## src/rtl/status_encoding_pkg.sv

```systemverilog
// status_encoding_pkg -- shared host/board protocol definitions.
// Holds the status byte codes sent board->host, the command codes decoded
// host->board, the handshake state encoding and the pending-flag record.
package status_encoding_pkg;

    // Status bytes, board -> host
    localparam logic [7:0] BYTE_OVF       = 8'hFF;  // 11_111111
    localparam logic [7:0] BYTE_NEW_GAME  = 8'h41;  // 01_000001
    localparam logic [7:0] BYTE_TURN_DONE = 8'h42;  // 01_000010
    localparam logic [7:0] BYTE_MOVE_DONE = 8'h00;  // 00_000000
    localparam logic [7:0] BYTE_SCAN_HDR  = 8'hBF;  // 10_111111

    // Command codes, host -> board (used by the host-command decoder)
    localparam logic [7:0] CMD_NOP        = 8'h00;
    localparam logic [7:0] CMD_MOVE_N     = 8'h01;
    localparam logic [7:0] CMD_MOVE_S     = 8'h02;
    localparam logic [7:0] CMD_MOVE_E     = 8'h03;
    localparam logic [7:0] CMD_MOVE_W     = 8'h04;
    localparam logic [7:0] CMD_SCAN       = 8'h10;

    localparam int ROWS = 8;

    // Four-phase transmit handshake states
    typedef enum logic [1:0] {
        TX_IDLE    = 2'd0,
        TX_REQ     = 2'd1,
        TX_RELEASE = 2'd2
    } tx_state_e;

    // Sticky pending flags, ordered by priority (ovf highest)
    typedef struct packed {
        logic ovf;
        logic new_game;
        logic turn_done;
        logic move_done;
        logic scan;
    } pend_t;

    // Board snapshot: element r is row r (bits [8r+7:8r])
    typedef logic [ROWS-1:0][7:0] board_t;

endpackage

```

## src/rtl/status_encoding_req_ack_tx.sv

```systemverilog
// req_ack_tx -- four-phase REQ/ACK byte transmitter.
// Ports:
//   clk, rst_n      clock, async active-low reset
//   load, load_byte accepted only when idle; byte latched, req raised same edge
//   host_ack        host acknowledge level
//   data_out, req   registered byte and request level to host
//   idle            transmitter ready for a new byte
module req_ack_tx
    import status_encoding_pkg::*;
(
    input  logic       clk,
    input  logic       rst_n,
    input  logic       load,
    input  logic [7:0] load_byte,
    input  logic       host_ack,
    output logic [7:0] data_out,
    output logic       req,
    output logic       idle
);

    tx_state_e  state_q;
    logic [7:0] data_q;
    logic       req_q;

    // An ack already high when REQ is entered completes on the next edge.
    always_ff @(posedge clk or negedge rst_n) begin
        if (!rst_n) begin
            state_q <= TX_IDLE;
            data_q  <= 8'h00;
            req_q   <= 1'b0;
        end else begin
            case (state_q)
                TX_IDLE: begin
                    if (load) begin
                        data_q  <= load_byte;
                        req_q   <= 1'b1;
                        state_q <= TX_REQ;
                    end
                end
                TX_REQ: begin
                    if (host_ack) begin
                        req_q   <= 1'b0;
                        state_q <= TX_RELEASE;
                    end
                end
                TX_RELEASE: begin
                    if (!host_ack) state_q <= TX_IDLE;
                end
                default: state_q <= TX_IDLE;
            endcase
        end
    end

    assign data_out = data_q;
    assign req      = req_q;
    assign idle     = (state_q == TX_IDLE);

endmodule

```

## src/rtl/status_encoding.sv

```systemverilog
// status_encoding -- collects board events into sticky pending flags and
// sends them to the host as status bytes over a four-phase handshake.
// Ports:
//   clk, rst_n          clock, async active-low reset
//   new_game, user_turn_done, move_done, scan_start   one-cycle event pulses
//   scan_data[63:0]     board occupancy, row r in bits [8r+7:8r]
//   host_ack            host acknowledge level
//   dataStream_out[7:0] status byte; data_outgoing is its request level
//   busy                anything pending, in transfer or mid-frame
module status_encoding
    import status_encoding_pkg::*;
(
    input  logic        clk,
    input  logic        rst_n,
    input  logic        new_game,
    input  logic        user_turn_done,
    input  logic        move_done,
    input  logic        scan_start,
    input  logic [63:0] scan_data,
    input  logic        host_ack,
    output logic [7:0]  dataStream_out,
    output logic        data_outgoing,
    output logic        busy
);

    pend_t      pend_q, pend_d, clr;
    board_t     shadow_q, shadow_d;
    logic       frame_q, frame_d;
    logic [2:0] row_q, row_d;
    logic       tx_load, tx_idle;
    logic [7:0] tx_byte;
    logic       scan_drop;

    always_comb begin
        clr      = '0;
        tx_load  = 1'b0;
        tx_byte  = 8'h00;
        frame_d  = frame_q;
        row_d    = row_q;
        shadow_d = shadow_q;

        // Selection: an open frame owns the link until its last row is loaded.
        if (tx_idle) begin
            if (frame_q) begin
                tx_load = 1'b1;
                tx_byte = shadow_q[row_q];
                row_d   = row_q + 3'd1;
                if (row_q == 3'd7) frame_d = 1'b0;
            end else if (pend_q.ovf) begin
                tx_load = 1'b1; tx_byte = BYTE_OVF;       clr.ovf = 1'b1;
            end else if (pend_q.new_game) begin
                tx_load = 1'b1; tx_byte = BYTE_NEW_GAME;  clr.new_game = 1'b1;
            end else if (pend_q.turn_done) begin
                tx_load = 1'b1; tx_byte = BYTE_TURN_DONE; clr.turn_done = 1'b1;
            end else if (pend_q.move_done) begin
                tx_load = 1'b1; tx_byte = BYTE_MOVE_DONE; clr.move_done = 1'b1;
            end else if (pend_q.scan) begin
                tx_load = 1'b1; tx_byte = BYTE_SCAN_HDR;  clr.scan = 1'b1;
                frame_d = 1'b1;
                row_d   = 3'd0;
            end
        end

        // A scan is refused whenever the shadow is still needed, including
        // the cycle its header is being loaded.
        scan_drop = scan_start & (pend_q.scan | frame_q);
        if (scan_start && !scan_drop) shadow_d = scan_data;

        // A pulse collides only with a flag that stays set this cycle; a flag
        // being sent now is free to re-arm.
        pend_d.new_game  = (pend_q.new_game  & ~clr.new_game)  | new_game;
        pend_d.turn_done = (pend_q.turn_done & ~clr.turn_done) | user_turn_done;
        pend_d.move_done = (pend_q.move_done & ~clr.move_done) | move_done;
        pend_d.scan      = (pend_q.scan      & ~clr.scan)      | (scan_start & ~scan_drop);
        pend_d.ovf       = (pend_q.ovf & ~clr.ovf)
                         | (new_game       & pend_q.new_game  & ~clr.new_game)
                         | (user_turn_done & pend_q.turn_done & ~clr.turn_done)
                         | (move_done      & pend_q.move_done & ~clr.move_done)
                         | scan_drop;
    end

    always_ff @(posedge clk or negedge rst_n) begin
        if (!rst_n) begin
            pend_q   <= '0;
            shadow_q <= '0;
            frame_q  <= 1'b0;
            row_q    <= 3'd0;
        end else begin
            pend_q   <= pend_d;
            shadow_q <= shadow_d;
            frame_q  <= frame_d;
            row_q    <= row_d;
        end
    end

    req_ack_tx u_tx (
        .clk       (clk),
        .rst_n     (rst_n),
        .load      (tx_load),
        .load_byte (tx_byte),
        .host_ack  (host_ack),
        .data_out  (dataStream_out),
        .req       (data_outgoing),
        .idle      (tx_idle)
    );

    assign busy = ~tx_idle | (|pend_q) | frame_q;

endmodule

```

## config.mk

```make
export PLATFORM = sky130hd
export DESIGN_NAME = status_encoding
export DESIGN_NICKNAME = d
export VERILOG_FILES = /design/src/rtl/status_encoding_pkg.sv /design/src/rtl/status_encoding_req_ack_tx.sv /design/src/rtl/status_encoding.sv
export SDC_FILE = /design/constraint.sdc
export NUM_CORES = 1
export LEC_CHECK = 0
export ABC_AREA = 0
export CORE_MARGIN = 1
export CORE_UTILIZATION = 30
export CTS_BUF_LIST = sky130_fd_sc_hd__clkbuf_8
export CTS_CLUSTER_DIAMETER = 50
export DETAILED_ROUTE_END_ITERATION = 8
export PLACE_DENSITY = 0.51
export SETUP_SLACK_MARGIN = 0.3
export SLEW_MARGIN = 20
export SYNTH_ARGS = -nofsm -noshare
export SYNTH_HDL_FRONTEND = slang
export SYNTH_SLANG_ARGS = --single-unit
export TNS_END_PERCENT = 30
```

## constraint.sdc

```tcl
create_clock -name clk -period 2.05 [get_ports clk]
set_clock_uncertainty 0.15 [all_clocks]
set_input_delay 0.41 -clock clk [delete_from_list [all_inputs] [get_ports clk]]
set_output_delay 0.41 -clock clk [all_outputs]
set_load 0.03 [all_outputs]
```

# Yosys cells after proc, flatten, opt, wreduce, memory -nomap -nowiden
# Index checks and enable logic that the tools add are counted.
[op_classes]
reduce_logical = 10
add_sub_neg = 1
n_bitwise = 31
n_mul = 0
muxes = 43
n_shift = 0
n_div = 0
n_eq_ne = 10
magnitude_cmp = 1
[ops]
columns = ["op", "count"]
rows = [
  ["two-way mux 8 bit", 7],
  ["binary-select mux 8 bit (select 3 bit)", 1],
  ["two-way mux 3 bit", 7],
  ["two-way mux 1 bit", 19],
  ["bitwise AND 1 bit", 13],
  ["OR 1 bit", 11],
  ["two-way mux 5 bit", 2],
  ["two-way mux 2 bit", 4],
  ["!= test 2 x 1 -> 1 bit (second input constant)", 4],
  ["inverter 1 bit", 7],
  ["!= test 2 bit (second input constant)", 3],
  ["case mux 2 bit (3 select lines)", 1],
  ["AND reduction 3 bit", 2],
  ["AND reduction 6 bit", 1],
  ["OR reduction 5 bit", 1],
  ["< comparator 3 x 4 -> 1 bit (second input constant)", 1],
  ["two-way mux 4 bit", 1],
  ["nonzero test 2 bit", 2],
  ["adder 3 x 1 -> 3 bit (second input constant)", 1],
  ["== test 3 bit (second input constant)", 1],
  ["== test 2 x 1 -> 1 bit (second input constant)", 1],
  ["== test 2 bit (second input constant)", 1],
  ["zero test 2 bit", 1],
  ["case mux 1 bit (2 select lines)", 1],
  ["3 further kinds", 3],
]
[word_totals]
reg_bits = 84
in_bits = 71
output_inout_bits = 10
romBits = 0
mem_bits_rw = 0
n_memories = 0
latch_bits = 0

# Depth between registers and ports, before layout
# Gate-level depths: netlist of the first run.
[depth]
ltp_word = 13
ltp_mapped = 5
mapped_depth_nobuf = 5

# Hierarchy
# A second synthesis of the first run with hierarchy kept.
[hier_totals]
hier_cells = 289
hier_area_um2 = 3980.1
[modules_own_cells]
columns = ["mod", "seq_area_each_um2", "instances", "area_each_um2", "cells_each"]
rows = [
  ["status_encoding", 1826.8, 1, 3512.1, 258],
  ["req_ack_tx", 275.3, 1, 467.9, 31],
]

# Worst setup path before layout of the first run
# Ideal clock, no wire load.
[synth_path]
path_type = "reg-to-output"
startpoint = "register pend_q[2] (netlist bit)"
endpoint = "output busy"
required_time_ns = 1.490
arrival_time_ns = 1.106
path_stages_with_launch = 3
n_path_buf = 0
slack_ns = 0.384
path_cell_list = "dfrtp_1 > nor4_2 > nand3_1"
[synth_between]
elab_chain_cells = 3
[synth_rtl]
columns = ["item", "line_no", "rtl"]
rows = [
  ["from (decl)", "status_encoding.sv:26", "pend_t pend_q, pend_d, clr;"],
  ["from (signal assigned)", "status_encoding.sv:89", "pend_q <= pend_d;"],
  ["OR reduction 5 bit", "status_encoding.sv:107", "assign busy = ~tx_idle | (|pend_q) | frame_q;"],
  ["OR 1 bit (2 in series)", "status_encoding.sv:107", ""],
  ["to (decl)", "status_encoding.sv:23", "output logic busy"],
]
# Every way passes these cells.

# Worst setup path after layout of the first run
[layout_path]
startpoint = "register frame_q"
endpoint = "output busy"
[layout_between]
elab_chain_cells = 1
[layout_rtl]
columns = ["item", "line_no", "rtl"]
rows = [
  ["from (decl)", "status_encoding.sv:28", "logic frame_q, frame_d;"],
  ["from (signal assigned)", "status_encoding.sv:91", "frame_q <= frame_d;"],
  ["OR 1 bit", "status_encoding.sv:107", ""],
]
# Every way passes these cells.

==> run_results.csv, run 1 <==
group,metric,value,unit
synthesis,synth_edf_count,0,
worst_setup_path,rrSetupSlack,0.20,ns
pwr,ir_worst_vdd,0.000277,V
pwr,netSwitchingFraction,0.282,
placed_design,place.gp.congestion,0.722,
drt,detail_route.wl_per_cell,15.8,um
drt,drcViolationCount,0,
sta,final-setup-viol-count,0,
run_status,status,"completed",
synthesis,synth_area_leaders,"dfrtp_1, mux2_2, mux4_2, mux4_1, nand2_1",
pwr,p_clk_frac,0.312,
worst_setup_path,r2r_end,"u_tx.data_out[1]",
min_path,min-delay-start,"u_tx.data_out[6]",
synthesis,yosysWarnings,0,
drt,vias_per_cell,4.67,
worst_setup_path,r2r-start,"row_q[0]",
synthesis,synthFlopType,"dfrtp_1",
synthesis,synth_seq_cells,84,
pwr,power_switching,1.18,mW
sta,slew_headroom,0.692,
synthesis,netlist_area,3830,sq um
min_path,min_path_type,"reg -> reg",
grt,grtUsageTotal,0.141,
synthesis,yosysMostFrequentCell,"dfrtp_1",
cts,cts_htree_levels,3,
worst_setup_path,startpoint_type,"flop",
layout,design_area,5390,sq um
worst_setup_path,critPathMaxFanout,2,
grt,grt_pass1_vias,2660,
placed_design,portBuffers,80,
cts,cts_tree,"built",
sta,setup-tns-final,0,ns
worst_setup_path,worstRegToRegCells,5,
pwr,total_power,4.19,mW
cts,clock-sinks,84,
drt,postRouteAntennaNets,0,
cts,ctsRootBufferMaster,"clkbuf_8",
synthesis,syn-num-nets,334,
drt,drtIter0Drc,95,
synthesis,avgSynthCellArea,14.7,sq um
sta,fmax,530,MHz
floorplan,die_x,115,um
sta,report.final.hold_viol_count,0,
synthesis,synthCells,261,
synthesis,ys_async_sr_fraction,1.00,
pwr,p_leak,2.30,nW
layout,nets,440,
placed_design,dp_cells,517,
synthesis,yosysTopAreaCellShare,0.549,
cts,numCtsBuffers,9,
worst_setup_path,cp-end-kind,"output pin",
placed_design,placed_area,4990,sq um
pwr,p_seq_frac,0.459,
synthesis,synthTopCellsByCount,"dfrtp_1, mux2_2, nand2_1, mux4_2, nor2_1",
cts,clk_path_buf_depth,2,
placed_design,preCtsSetupSlack,-0.0147,ns
floorplan,die_h,115,um
cts,cts.clk_slew.worst_paths,0.08,ns
layout,insertedDiodeCount,0,
pwr,power_frac_comb,0.229,
drt,firstDrtPassIters,4,
sta,timing.hold.ws,0.336,ns
min_path,holdPathStages,1,
floorplan,initial_core_util,0.313,
worst_setup_path,cp.required,1.49,ns
grt,grt_max_degree,30,
grt,grt_first_pass_wirelength,14000,um
placed_design,dp_hpwl,6400,um
grt,antenna_found_initial,0,
min_path,hold_path_end,"u_tx.data_out[6]",
layout,drive_above_1_share,0.382,
layout,areaGrowthSynthToFinish,40.9,%
floorplan,ioPinCount,81,
drt,via_count,2523,
synthesis,ys_types,38,
floorplan,die-area,13200,sq um
layout,final_core_util,0.441,
floorplan,core,12200,sq um
worst_setup_path,worstSetupPathType,"reg -> out",
synthesis,synth_area_leader_cell,"dfrtp_1",
sta,worst_pin_slew,0.459,ns
floorplan,rows,40,
sta,rsz0062_at_grt,"true",
synthesis,synth_sequential_area_ratio,0.549,
layout,fillers,1178,
sta,finalCritPeriodShare,0.920,
sta,postLayoutSetupSlackWorst,0.165,ns
pwr,p_int,3.01,mW
sta,min_period,1.89,ns
pwr,powerDensity,777,nW/um^2
worst_setup_path,cp.arrival,1.33,ns
layout,fin_cells,540,
cts,clock_latency,0.33,ns
grt,gr-total-overflow,0,
sta,finalMaxSlewViolations,0,
drt,finalWirelength,8540,um
job,cap_violations,0,
layout make-up:
type | count | area (sq um) | area share
Timing Repair Buffer | 111 | 1160 | 0.216
Multi-Input combinational cell | 159 | 1680 | 0.312
Clock inverter | 6 | 88.8 | 0.0165
Sequential cell | 84 | 2100 | 0.390
Tap cell | 168 | 210 | 0.0390
Inverter | 2 | 7.51 | 0.00139
Clock buffer | 10 | 138 | 0.0255
what timing repair did:
item	CTS	global route
resized for setup	14	35
setup buffers	0	6
pin swaps	1	10
endpoints found under the setup margin	19	85
hold buffers	1	0
hold endpoints to repair	27	0
cells in the final DEF, fill, tap and decap left out, types with 4 or more instances in the layout:
cell type and count:
clkbuf_8 10, dfrtp_1 83, a22oi_2 4, mux4_2 13, nand3_1 7, nor2_1 8, o21ai_0 6, clkdlybuf4s50_1 69
a22o_1 5, dlymetal6s2s_1 6, buf_6 5, buf_12 7, buf_4 18, mux2_2 65, nand2_1 13
registers in the layout, summed over array words and instances, names as in the netlist:
name / flops
row_q: 3
pend_q: 5
shadow_q: 64
u_tx.req: 1
u_tx.state_q: 2
frame_q: 1
u_tx.data_out: 8
metal layers:
| layer | share of wire | track usage | up-vias |
|---|---|---|---|
| li1 | - | - | 1178 |
| met1 | 0.47 | 0.187 | 1290 |
| met2 | 0.49 | 0.229 | 49 |
| met3 | 0.035 | 0.0279 | 6 |
| met4 | 0.0077 | 0.0494 | 0 |
| met5 | 0 | 0 | - |
worst max path at each step:
stage / from / endpoint / cells after the start
after floorplan: pend_q[2] / busy / 2
after detailed placement: scan_start / shadow_q[34] / 5
final: frame_q / busy / 3
after CTS: u_tx.data_out[4] / dataStream_out[4] / 1
after global routing: frame_q / busy / 3
after global placement: scan_start / shadow_q[34] / 5
worst max-delay path, cell delays in order (launching register included):
cell	delay, ns
dfrtp_1	0.41
nor4_4	0.30
nand3_1	0.13
buf_6	0.16
power by group through the flow:
stage,sequential [mW],clock (mW),combinational [mW]
after floorplan,2.11,0,0.330
after global placement,1.95,0,0.954
after detailed placement,1.96,0,0.962
after CTS,1.93,1.37,0.954
after global routing,1.95,1.41,1.05
final,1.92,1.31,0.959
cells by family (layout without fill, tap and decap cells):
kind of cell,count (synthesis),in the layout,share of synthesized area
adder cells (fa/ha/maj),3,3,0.00916
AO/OA/AOI/OAI,29,29,0.0530
multiplexers,84,84,0.300
buffers and inverters,18,129,0.0314
AND/OR/NAND/NOR,42,42,0.0546
XOR/XNOR,1,1,0.00229
flip-flops,84,84,0.549
Power figures use the tool's default switching activity.
==> inputs of run 2 (changes only) <==
--- a/config.mk
+++ b/config.mk
@@ -6,10 +6,9 @@
 export NUM_CORES = 1
 export LEC_CHECK = 0
 export ABC_AREA = 0
-export CORE_MARGIN = 1
 export CORE_UTILIZATION = 30
 export CTS_BUF_LIST = sky130_fd_sc_hd__clkbuf_8
-export CTS_CLUSTER_DIAMETER = 50
+export CTS_CLUSTER_DIAMETER = 200
 export DETAILED_ROUTE_END_ITERATION = 8
 export PLACE_DENSITY = 0.51
 export SETUP_SLACK_MARGIN = 0.3
==> results of run 2 <==
No change in the layout: final DEF, timing and power equal those of run 1.
